$ cat src/rtl/branch_resolve_if.sv
// Execute-stage branch resolution bus: EX instruction, comparator flags,
// redirect handshake toward fetch, squash/exception outputs and perf counters.
interface branch_resolve_if #(
   parameter int CNT_W = 32
);
   logic             ex_valid;
   logic             ex_ready;
   logic             ex_is_branch;
   logic             ex_is_jal;
   logic             ex_is_jalr;
   logic [2:0]       ex_funct3;
   logic [31:0]      ex_pc;
   logic [31:0]      ex_imm;
   logic [31:0]      ex_rs1;
   logic             ex_pred_taken;
   logic             BrUn;
   logic             BrEq;
   logic             BrLT;
   logic             redirect_valid;
   logic             redirect_ready;
   logic [31:0]      redirect_pc;
   logic             flush;
   logic             misalign_exc;
   logic             illegal_exc;
   logic [CNT_W-1:0] perf_branches;
   logic [CNT_W-1:0] perf_mispredicts;

   // pipeline / fetch side
   modport master (
      output ex_valid, ex_is_branch, ex_is_jal, ex_is_jalr, ex_funct3,
             ex_pc, ex_imm, ex_rs1, ex_pred_taken, BrEq, BrLT, redirect_ready,
      input  ex_ready, BrUn, redirect_valid, redirect_pc, flush,
             misalign_exc, illegal_exc, perf_branches, perf_mispredicts
   );

   // resolution unit side
   modport slave (
      input  ex_valid, ex_is_branch, ex_is_jal, ex_is_jalr, ex_funct3,
             ex_pc, ex_imm, ex_rs1, ex_pred_taken, BrEq, BrLT, redirect_ready,
      output ex_ready, BrUn, redirect_valid, redirect_pc, flush,
             misalign_exc, illegal_exc, perf_branches, perf_mispredicts
   );
endinterface

$ cat src/rtl/branch_resolve.sv
// RV32I execute-stage branch resolution: outcome decode, mispredict redirect, squash timer.
// Optional performance counters enabled by defining BRANCH_PERF_EN.
//
// state    | meaning
// ---------+-----------------------------------------------------------
// IDLE     | accepting EX control transfers
// REDIRECT | corrected PC offered to fetch, younger instructions flushed
// SQUASH   | flush held while the squash down-counter runs out
module branch_resolve #(
   parameter int SQUASH_CYCLES = 2,
   parameter int CNT_W         = 32
) (
   input logic             clk,
   input logic             rst,
   branch_resolve_if.slave bus
);

   typedef enum logic [1:0] {
      IDLE     = 2'd0,
      REDIRECT = 2'd1,
      SQUASH   = 2'd2
   } stateT;

   stateT       state;
   stateT       nextState;
   logic [3:0]  squashCnt;
   logic [31:0] redirectPc;
   logic        misalignQ;
   logic        illegalQ;

   logic        isCtrl;
   logic        taken;
   logic        illegal;
   logic [31:0] target;
   logic [31:0] fallThru;
   logic [31:0] correctPc;
   logic        misalign;
   logic        mispredict;
   logic        accept;
   logic        doRedirect;

   logic        exReady;
   logic        redirValid;
   logic        flushC;
   logic        loadCnt;
   logic        decCnt;

   assign bus.BrUn = bus.ex_funct3[1];

   assign isCtrl  = bus.ex_is_branch | bus.ex_is_jal | bus.ex_is_jalr;
   assign illegal = bus.ex_is_branch & (bus.ex_funct3[2:1] == 2'b01);

   always_comb begin
      taken = 1'b0;
      if (bus.ex_is_jal || bus.ex_is_jalr) begin
         taken = 1'b1;
      end else if (bus.ex_is_branch) begin
         case (bus.ex_funct3)
            3'b000:         taken = bus.BrEq;
            3'b001:         taken = ~bus.BrEq;
            3'b100, 3'b110: taken = bus.BrLT;
            3'b101, 3'b111: taken = ~bus.BrLT;
            default:        taken = 1'b0;
         endcase
      end
   end

   assign target     = bus.ex_is_jalr ? ((bus.ex_rs1 + bus.ex_imm) & 32'hFFFF_FFFE)
                                      : (bus.ex_pc + bus.ex_imm);
   assign fallThru   = bus.ex_pc + 32'd4;
   assign correctPc  = taken ? target : fallThru;
   assign misalign   = taken & target[1];
   assign mispredict = taken ^ bus.ex_pred_taken;
   // a misaligned taken target is left to the trap path, never redirected
   assign doRedirect = mispredict & ~misalign;
   assign accept     = bus.ex_valid & (state == IDLE) & isCtrl;

   always_ff @(posedge clk or posedge rst) begin
      if (rst) state <= IDLE;
      else     state <= nextState;
   end

   always_comb begin
      nextState  = state;
      exReady    = 1'b0;
      redirValid = 1'b0;
      flushC     = 1'b0;
      loadCnt    = 1'b0;
      decCnt     = 1'b0;
      case (state)
         IDLE: begin
            exReady = 1'b1;
            if (accept && doRedirect) nextState = REDIRECT;
         end
         REDIRECT: begin
            redirValid = 1'b1;
            flushC     = 1'b1;
            if (bus.redirect_ready) begin
               nextState = SQUASH;
               loadCnt   = 1'b1;
            end
         end
         SQUASH: begin
            flushC = 1'b1;
            decCnt = 1'b1;
            if (squashCnt == 4'd1) nextState = IDLE;
         end
         default: nextState = IDLE;
      endcase
   end

   always_ff @(posedge clk or posedge rst) begin
      if (rst) begin
         squashCnt  <= 4'd0;
         redirectPc <= 32'd0;
         misalignQ  <= 1'b0;
         illegalQ   <= 1'b0;
      end else begin
         if (loadCnt)     squashCnt <= 4'(SQUASH_CYCLES);
         else if (decCnt) squashCnt <= squashCnt - 4'd1;
         if (accept && doRedirect) redirectPc <= correctPc;
         misalignQ <= accept & misalign;
         illegalQ  <= accept & illegal;
      end
   end

   assign bus.ex_ready       = exReady;
   assign bus.redirect_valid = redirValid;
   assign bus.redirect_pc    = redirectPc;
   assign bus.flush          = flushC;
   assign bus.misalign_exc   = misalignQ;
   assign bus.illegal_exc    = illegalQ;

`ifdef BRANCH_PERF_EN
   logic [CNT_W-1:0] perfBranches;
   logic [CNT_W-1:0] perfMispredicts;

   always_ff @(posedge clk or posedge rst) begin
      if (rst) begin
         perfBranches    <= '0;
         perfMispredicts <= '0;
      end else begin
         if (accept)               perfBranches    <= perfBranches + 1'b1;
         if (accept && doRedirect) perfMispredicts <= perfMispredicts + 1'b1;
      end
   end

   assign bus.perf_branches    = perfBranches;
   assign bus.perf_mispredicts = perfMispredicts;
`else
   assign bus.perf_branches    = {CNT_W{1'b0}};
   assign bus.perf_mispredicts = {CNT_W{1'b0}};
`endif

endmodule

$ cat src/flat_wrapper.sv
// flat-port wrapper written by rule: the top's interface ports become plain ports
module branch_resolve_flat 
#(
   parameter int SQUASH_CYCLES = 2,
   parameter int CNT_W         = 32
)
  (clk, rst, bus_ex_valid, bus_ex_is_branch, bus_ex_is_jal, bus_ex_is_jalr, bus_ex_funct3, bus_ex_pc, bus_ex_imm, bus_ex_rs1, bus_ex_pred_taken, bus_BrEq, bus_BrLT, bus_redirect_ready, bus_ex_ready, bus_BrUn, bus_redirect_valid, bus_redirect_pc, bus_flush, bus_misalign_exc, bus_illegal_exc, bus_perf_branches, bus_perf_mispredicts);
  branch_resolve_if #(.CNT_W(CNT_W)) bus_i ();
  input logic clk;
  input logic rst;
  input wire logic [$bits(bus_i.ex_valid)-1:0] bus_ex_valid;
  input wire logic [$bits(bus_i.ex_is_branch)-1:0] bus_ex_is_branch;
  input wire logic [$bits(bus_i.ex_is_jal)-1:0] bus_ex_is_jal;
  input wire logic [$bits(bus_i.ex_is_jalr)-1:0] bus_ex_is_jalr;
  input wire logic [$bits(bus_i.ex_funct3)-1:0] bus_ex_funct3;
  input wire logic [$bits(bus_i.ex_pc)-1:0] bus_ex_pc;
  input wire logic [$bits(bus_i.ex_imm)-1:0] bus_ex_imm;
  input wire logic [$bits(bus_i.ex_rs1)-1:0] bus_ex_rs1;
  input wire logic [$bits(bus_i.ex_pred_taken)-1:0] bus_ex_pred_taken;
  input wire logic [$bits(bus_i.BrEq)-1:0] bus_BrEq;
  input wire logic [$bits(bus_i.BrLT)-1:0] bus_BrLT;
  input wire logic [$bits(bus_i.redirect_ready)-1:0] bus_redirect_ready;
  output wire logic [$bits(bus_i.ex_ready)-1:0] bus_ex_ready;
  output wire logic [$bits(bus_i.BrUn)-1:0] bus_BrUn;
  output wire logic [$bits(bus_i.redirect_valid)-1:0] bus_redirect_valid;
  output wire logic [$bits(bus_i.redirect_pc)-1:0] bus_redirect_pc;
  output wire logic [$bits(bus_i.flush)-1:0] bus_flush;
  output wire logic [$bits(bus_i.misalign_exc)-1:0] bus_misalign_exc;
  output wire logic [$bits(bus_i.illegal_exc)-1:0] bus_illegal_exc;
  output wire logic [$bits(bus_i.perf_branches)-1:0] bus_perf_branches;
  output wire logic [$bits(bus_i.perf_mispredicts)-1:0] bus_perf_mispredicts;
  assign bus_i.ex_valid = bus_ex_valid;
  assign bus_i.ex_is_branch = bus_ex_is_branch;
  assign bus_i.ex_is_jal = bus_ex_is_jal;
  assign bus_i.ex_is_jalr = bus_ex_is_jalr;
  assign bus_i.ex_funct3 = bus_ex_funct3;
  assign bus_i.ex_pc = bus_ex_pc;
  assign bus_i.ex_imm = bus_ex_imm;
  assign bus_i.ex_rs1 = bus_ex_rs1;
  assign bus_i.ex_pred_taken = bus_ex_pred_taken;
  assign bus_i.BrEq = bus_BrEq;
  assign bus_i.BrLT = bus_BrLT;
  assign bus_i.redirect_ready = bus_redirect_ready;
  assign bus_ex_ready = bus_i.ex_ready;
  assign bus_BrUn = bus_i.BrUn;
  assign bus_redirect_valid = bus_i.redirect_valid;
  assign bus_redirect_pc = bus_i.redirect_pc;
  assign bus_flush = bus_i.flush;
  assign bus_misalign_exc = bus_i.misalign_exc;
  assign bus_illegal_exc = bus_i.illegal_exc;
  assign bus_perf_branches = bus_i.perf_branches;
  assign bus_perf_mispredicts = bus_i.perf_mispredicts;
  branch_resolve #(.SQUASH_CYCLES(SQUASH_CYCLES), .CNT_W(CNT_W)) u_core (.clk(clk), .rst(rst), .bus(bus_i));
endmodule
$ cat config.mk
export PLATFORM = sky130hd
export DESIGN_NAME = branch_resolve_flat
export DESIGN_NICKNAME = d
export VERILOG_FILES = /design/src/rtl/branch_resolve_if.sv /design/src/rtl/branch_resolve.sv /design/src/flat_wrapper.sv
export SDC_FILE = /design/constraint.sdc
export NUM_CORES = 1
export LEC_CHECK = 0
export ABC_AREA = 1
export BUFFER_PORTS_ARGS = -buffer_cell sky130_fd_sc_hd__buf_2
export CORE_MARGIN = 2
export CORE_UTILIZATION = 50
export DETAILED_ROUTE_END_ITERATION = 7
export GPL_ROUTABILITY_DRIVEN = 0
export GPL_TIMING_DRIVEN = 0
export PLACE_DENSITY = 0.84
export SETUP_SLACK_MARGIN = 0.1
export SLEW_MARGIN = 30
export SYNTH_ARGS = -nofsm -noshare
export SYNTH_HDL_FRONTEND = slang
export SYNTH_SLANG_ARGS = --single-unit
$ cat constraint.sdc
create_clock -name clk -period 4.6 [get_ports clk]
set_input_delay 1.38 -clock clk [delete_from_list [all_inputs] [get_ports clk]]
set_output_delay 1.38 -clock clk [all_outputs]
set_load 0.005 [all_outputs]
==> results of run 1 <==
[final cells by class]
cell class	count	share of cell area, %
Buffer	84	6.37
Multi-Input combinational cell	1156	61.2
Tap cell	211	2.84
Clock inverter	1	0.0806
Sequential cell	40	10.8
Timing Repair Buffer	146	8.01
Clock buffer	7	1.53
Inverter	229	9.23
[where the power goes]
part	total [mW]	switching, mW	internal [mW]
combinational	1.35	0.809	0.541
sequential	0.593	0.0825	0.510
clock	0.361	0.145	0.216
total	2.30	1.04	1.27
[critical path: cells and delay by family]
family | cells | cell delay [ns]
and+or+nand+nor | 14 | 1.33
adders and majority gates | 2 | 0.61
buffers and inverters | 1 | 0.11
[metal layers]
metal  global-route usage (%)  vias up
met5                        0        -
met4                     10.9        0
met3                     4.92       77
met2                     49.9      520
met1                     37.8     4070
li1                         -     4836
[worst paths after layout]
| kind | to | cells after the start | slack, ns | startpoint |
|---|---|---|---|---|
| worst max-delay path | u_core.bus.redirect_pc[30] | 17 | 1.34 | bus_ex_imm[0] |
| worst min-delay path | u_core.bus.redirect_pc[16] | 2 | 0.48 | u_core.bus.redirect_pc[16] |
| worst max register to register | u_core.bus.redirect_pc[11] | 9 | 2.81 | u_core.state[0] |
| worst min register to register | u_core.bus.redirect_pc[16] | 2 | 0.48 | u_core.bus.redirect_pc[16] |
| max in group asynchronous | u_core.bus.illegal_exc | 3 | 3.15 | rst |
| min in group asynchronous | u_core.bus.redirect_pc[28] | 2 | 1.01 | rst |
[cell usage in the layout (no fill, tap or decap), drive strengths merged]
cell / count
a21boi: 9
a21o: 3
a21oi: 92
a31oi: 1
and2: 5
and3: 3
buf: 225
clkbuf: 12
clkinvlp: 1
conb: 64
dfrtp: 40
fa: 2
ha: 67
inv: 229
nand2: 545
nand3: 91
nand3b: 9
nand4: 9
nor2: 138
nor3: 13
nor4: 7
nor4b: 1
o211ai: 5
o21a: 3
o21ai: 43
o21bai: 11
o22ai: 1
o311ai: 1
o31ai: 2
or2: 7
or3: 1
xnor2: 7
xor2: 16
[flip-flops by register name, summed over array words and instances (netlist names)]
signal and flops:
u_core.bus.illegal_exc 1, u_core.bus.misalign_exc 1, u_core.bus.redirect_pc 32, u_core.squashCnt 4, u_core.state 2
[cells by family (layout without fill, tap and decap cells)]
group                    Yosys count  in the layout  synth area share (%)
AND/OR/NAND/NOR                  829            829                  43.1
buffers and inverters            313            467                  18.4
other                              1             64                0.0474
adder cells (fa/ha/maj)           69             69                  11.1
AO/OA/AOI/OAI                    171            171                  12.2
XOR/XNOR                          23             23                  2.55
flip-flops                        40             40                  12.6
[metrics by stage]
| step | instances | hold slack, ns | cell area, µm² |
|---|---|---|---|
| after floorplan | 1509 | 0.472 | 8150 |
| after global placement | 1865 | 0.461 | 9140 |
| after detailed placement | 1866 | 0.461 | 9160 |
| after CTS | 1874 | 0.477 | 9310 |
| after global routing | 1874 | 0.492 | 9310 |
| final | 1874 | 0.478 | 9310 |
==> impl_metrics.yaml, run 1 <==
detailed_routing:
  wl_per_cell_um: 13.5
  drc_errors: 0
  ant_nets: 0
  highest_layer: "met4"
  num_vias: 9503
  wl_met2_mm: 11.2
  drt_iter0_drc: 1046
  drt_wl_total_mm: 25.2
  wl_met3_mm: 2.61
  wl_met1_mm: 10.4
  dr.pass1.iters: 6
  post_drt_via_cell_ratio: 5.07
synthesis:
  synthArstFlopShare_pct: 100
  synth_common_cells: "541 x nand2_1, 220 x inv_1, 132 x nor2_1, 92 x a21oi_1, 91 x nand3_1"
  netlist-cell-type-count: 47
  syn_inst: 1446
  ys_seq_area_share_pct: 12.6
  synth.most_common_cell: "nand2_1"
  ys_ff_latch: 40
  synth_area_leaders: "nand2_1 26%, dfrtp_1 13%, ha_1 11%"
  syn_area_um2: 7910
  synth_edf_count: 0
  synth_warnings: 0
  synth.avg_cell_area_um2: 5.47
  yosysTopAreaCellShare_pct: 25.7
  synth_area_leader_cell: "nand2_1"
  synth_ff_type: "dfrtp_1"
placed_design:
  portBuffers: 145
  hpwl_mm: 21.6
  place_ws_ns: 1.10
worst_setup_path:
  cp_data_arrival_time_ns: 3.44
  cpMostUsedCell: "nand2_1"
  slowest_delay_ns: 0.39
  start_kind: "primary input"
  crit_required_ns: 4.78
  crit_chain: "buf_2, ha_1, fa_1, nand2_1, nand3_1, nand3_1, nand2_1, nand2_1, nand2_1, nand2_1, nand3_1, nand3_1, nand2_1, nand2_1, nand2_1, nand2_1, nand2_1"
  path_max_fanout: 4
  end_kind: "flop"
  cp_slowest_cell: "fa_1"
  worstSetupPathType: "in2reg"
grt:
  grt_pass1_vias: 8294
  grt_pass1_wl_mm: 39.3
  track_usage_pct: 29.5
  antenna_found_initial: 0
  grt_max_degree: 31
  grt.overflow.total: 0
cells_and_area:
  area_growth_pct: 17.6
  post-route-util_pct: 60.8
  layout.area.seq_um2: 1000
  fillCellCount: 1544
  final_net_count: 1840
  antenna_cells: 0
  multi_input_area_um2: 5700
  drive_gt1_share_pct: 15.5
timing:
  slew_headroom_pct: 50.8
  fmax_mhz: 306
  clock_skew_ns: 0.00147
  fin_crit_sh_pct: 70.9
  drv_slew: 0
  grt_setup_unrepaired: "no"
  setup_slack_ns: 1.34
  hold_viol_final: 0
  tightest_slew_ns: 0.738
  setup_tns_ns: 0
  min_period_ns: 3.26
  setup_viol: 0
job:
  max_cap_violations: 0
run_status:
  outcome: "finished, final reports clean"
clocking:
  cts_buffers: 5
  cts_tree: "done"
  cts_sinks: 40
  worstSkewPairLatency_ns: 0.29
  htreeDepth: 2
  cts-resized-gates: 0
  postCtsSetupBuffers: 0
  cts_buffer_depth: 2
  cts_hold_buffers: 0
  path_clk_slew_ns: 0.06
  clockRootBuffer: "clkbuf_16"
floorplan:
  core-area_um2: 15300
  rows: 45
  initial_core_util_pct: 51.7
  chipWidth_um: 130
  ioPinCount: 211
  die-area_um2: 16900
  fp.dieH_um: 130
pwr:
  p_leak_nw: 5.77
  total_power_mw: 2.30
  power_per_cell_area_nw_per_um2: 247
  vdd_drop_max_mv: 0.212
min_path:
  hold_class: "reg2reg"
No activity file was read; power rests on OpenSTA's default activity.
==> run 2, diff against run 1 <==
--- a/config.mk
+++ b/config.mk
@@ -12,7 +12,7 @@
 export DETAILED_ROUTE_END_ITERATION = 7
 export GPL_ROUTABILITY_DRIVEN = 0
 export GPL_TIMING_DRIVEN = 0
-export PLACE_DENSITY = 0.84
+export PLACE_DENSITY = 0.87
 export SETUP_SLACK_MARGIN = 0.1
 export SLEW_MARGIN = 30
 export SYNTH_ARGS = -nofsm -noshare
==> constraint.sdc (replaced) <==
create_clock -name clk -period 3 [get_ports clk]
set_input_delay 0.9 -clock clk [delete_from_list [all_inputs] [get_ports clk]]
set_output_delay 0.9 -clock clk [all_outputs]
set_load 0.005 [all_outputs]
==> run 2 against run 1 <==
Compared with the run above:
- total power increased by 56%
- final cell count unchanged
- clock power increased by 71%
- critical path type unchanged
- highest routed layer unchanged
==> impl_metrics.yaml, run 2 (same netlist as run 1, synthesis figures left out) <==
timing:
  hold_viol_final: 0
  grt_setup_unrepaired: "no"
  whs_ns: 0.475
  drv_slew: 0
  tightest_slew_ns: 0.714
  slew_headroom_pct: 52.4
  clock_skew_ns: 0.00733
  fmax_mhz: 363
  setup_viol: 0
  fin_crit_sh_pct: 91.9
  min_period_ns: 2.76
worst_setup_path:
  crit_chain: "buf_2, ha_1, fa_1, nand2_1, nand3_1, nand2_1, inv_1, nand3_1, nand3_1, nand2_1, nand2_1, nand2_1, nand3_1, nand2_1, nand2_1, a21boi_1"
  crit_buf_inv: 2
  path_max_fanout: 4
  crit_required_ns: 3.20
  worstSetupPathType: "in2reg"
  r2r_slack_ns: 1.16
  cpMostUsedCell: "nand2_1"
  crit-reg2reg-launch: "u_core.state[0]"
  cp_slowest_cell: "fa_1"
  slowest_delay_ns: 0.40
  worst_path_dominant_cell_family: "simple AND/OR/NAND/NOR gates"
  start_kind: "primary input"
  r2r.worst_path.cells: 9
  end_kind: "flop"
  reg2reg_to: "u_core.bus.redirect_pc[11]"
  cp_data_arrival_time_ns: 2.96
job:
  max_cap_violations: 0
pwr:
  p_leak_nw: 5.78
  power_per_cell_area_nw_per_um2: 386
  vdd_drop_max_mv: 0.294
cells_and_area:
  largest_reg_flops: 32
  layout_common_cells: "540 x nand2_1, 219 x inv_1, 151 x buf_2"
  final_cells: 1874
  fillCellCount: 1564
  drive_gt1_share_pct: 15.6
  post-route-util_pct: 61.0
  area_growth_pct: 18.0
  final_common_cell: "nand2_1"
  antenna_cells: 0
  final_net_count: 1840
placed_design:
  hpwl_mm: 21.6
  dp_cells: 1866
  portBuffers: 145
detailed_routing:
  ant_nets: 0
  drt_iter0_drc: 939
  drc_errors: 0
  wl_per_cell_um: 13.4
  num_vias: 9560
  dr.pass1.iters: 6
  drt_wl_total_mm: 25.1
  post_drt_via_cell_ratio: 5.10
grt:
  grt_pass1_vias: 8373
  grt.overflow.total: 0
  track_usage_pct: 29.2
  grt_pass1_wl_mm: 38.9
  antenna_found_initial: 0
  grt_max_degree: 31
clocking:
  cts_tree: "done"
  cts_buffer_depth: 2
  worstSkewPairLatency_ns: 0.29
  cts_buffers: 5
  path_clk_slew_ns: 0.06
  cts_sinks: 40
  clockRootBuffer: "clkbuf_16"
  htreeDepth: 2
floorplan:
  ioPinCount: 211
  initial_core_util_pct: 51.7
  die-area_um2: 16900
  core-area_um2: 15300
  fp.dieH_um: 130
  chipWidth_um: 130
  rows: 45
run_status:
  outcome: "finished, final reports clean"
min_path:
  whs_path_depth: 2
  hold_class: "reg2reg"
  holdPathEnd: "u_core.bus.redirect_pc[9]"
  min-delay-start: "u_core.bus.redirect_pc[9]"
-- run 2: cell count changes in the layout (fill, tap and decap cells not counted), sizes merged --
cell,delta
clkbuf,-2
clkinv,+2
bufinv,+1
clkinvlp,-1
-- run 2: through the flow --
stage | setup slack, ns | TNS, ns | area, µm² | power (mW)
floorplan | 0.515 | 0 | 8150 | 2.25
global placement | 0.0255 | 0 | 9140 | 2.90
detailed placement | -0.0157 | -0.0332 | 9160 | 2.95
CTS | 0.275 | 0 | 9330 | 3.59
global route | 0.110 | 0 | 9340 | 3.95
finish | 0.242 | 0 | 9340 | 3.60
-- run 2: timing repair --
item                                    4_1_cts  5_1_grt
hold buffers                                  0        0
setup buffers                                 0        0
endpoints found under the setup margin        0        1
resized for setup                             0        1
-- run 2: routing by layer --
layer / up-vias / global-route usage (%) / wire [µm]
li1: 4846 / - / -
met1: 4092 / 37.2 / 10100
met2: 534 / 48.0 / 10900
met3: 88 / 5.37 / 2680
met4: 0 / 13.3 / 1360
met5: - / 0 / 0
-- run 2: cell type report --
class	instances	area, µm²	area share [%]
Buffer	84	593	6.35
Clock buffer	5	125	1.34
Clock inverter	3	47.5	0.509
Inverter	229	860	9.21
Multi-Input combinational cell	1156	5700	61.1
Sequential cell	40	1000	10.7
Tap cell	211	264	2.83
Timing Repair Buffer	146	746	7.99
-- run 2: where the power goes --
group / switching, mW / total, mW / internal [mW]
clock: 0.224 / 0.619 / 0.395
sequential: 0.122 / 0.905 / 0.782
combinational: 1.25 / 2.08 / 0.831
-- run 2: worst max path at each step --
stage / endpoint / slack [ns] / cells past startpoint / from
6_report: u_core.bus.redirect_pc[20] / 0.24 / 16 / bus_ex_imm[0]
4_1_cts: u_core.bus.redirect_pc[30] / 0.28 / 17 / bus_ex_imm[0]
3_3_place_gp: u_core.bus.redirect_pc[30] / 0.03 / 17 / bus_ex_imm[0]
2_1_floorplan: u_core.bus.redirect_pc[18] / 0.51 / 15 / bus_ex_imm[0]
3_5_place_dp: u_core.bus.redirect_pc[30] / -0.02 / 17 / bus_ex_imm[0]
5_1_grt: u_core.bus.redirect_pc[18] / 0.11 / 16 / bus_ex_imm[0]
-- run 2: worst reg2reg max path: cells and delay by family, from the launching register on --
family / cells / cell delay [ns]
flip-flops: 1 / 0.40
adder cells (fa/ha/maj): 1 / 0.23
AO/OA/AOI/OAI: 2 / 0.26
buffers and inverters: 3 / 0.45
AND/OR/NAND/NOR: 3 / 0.43
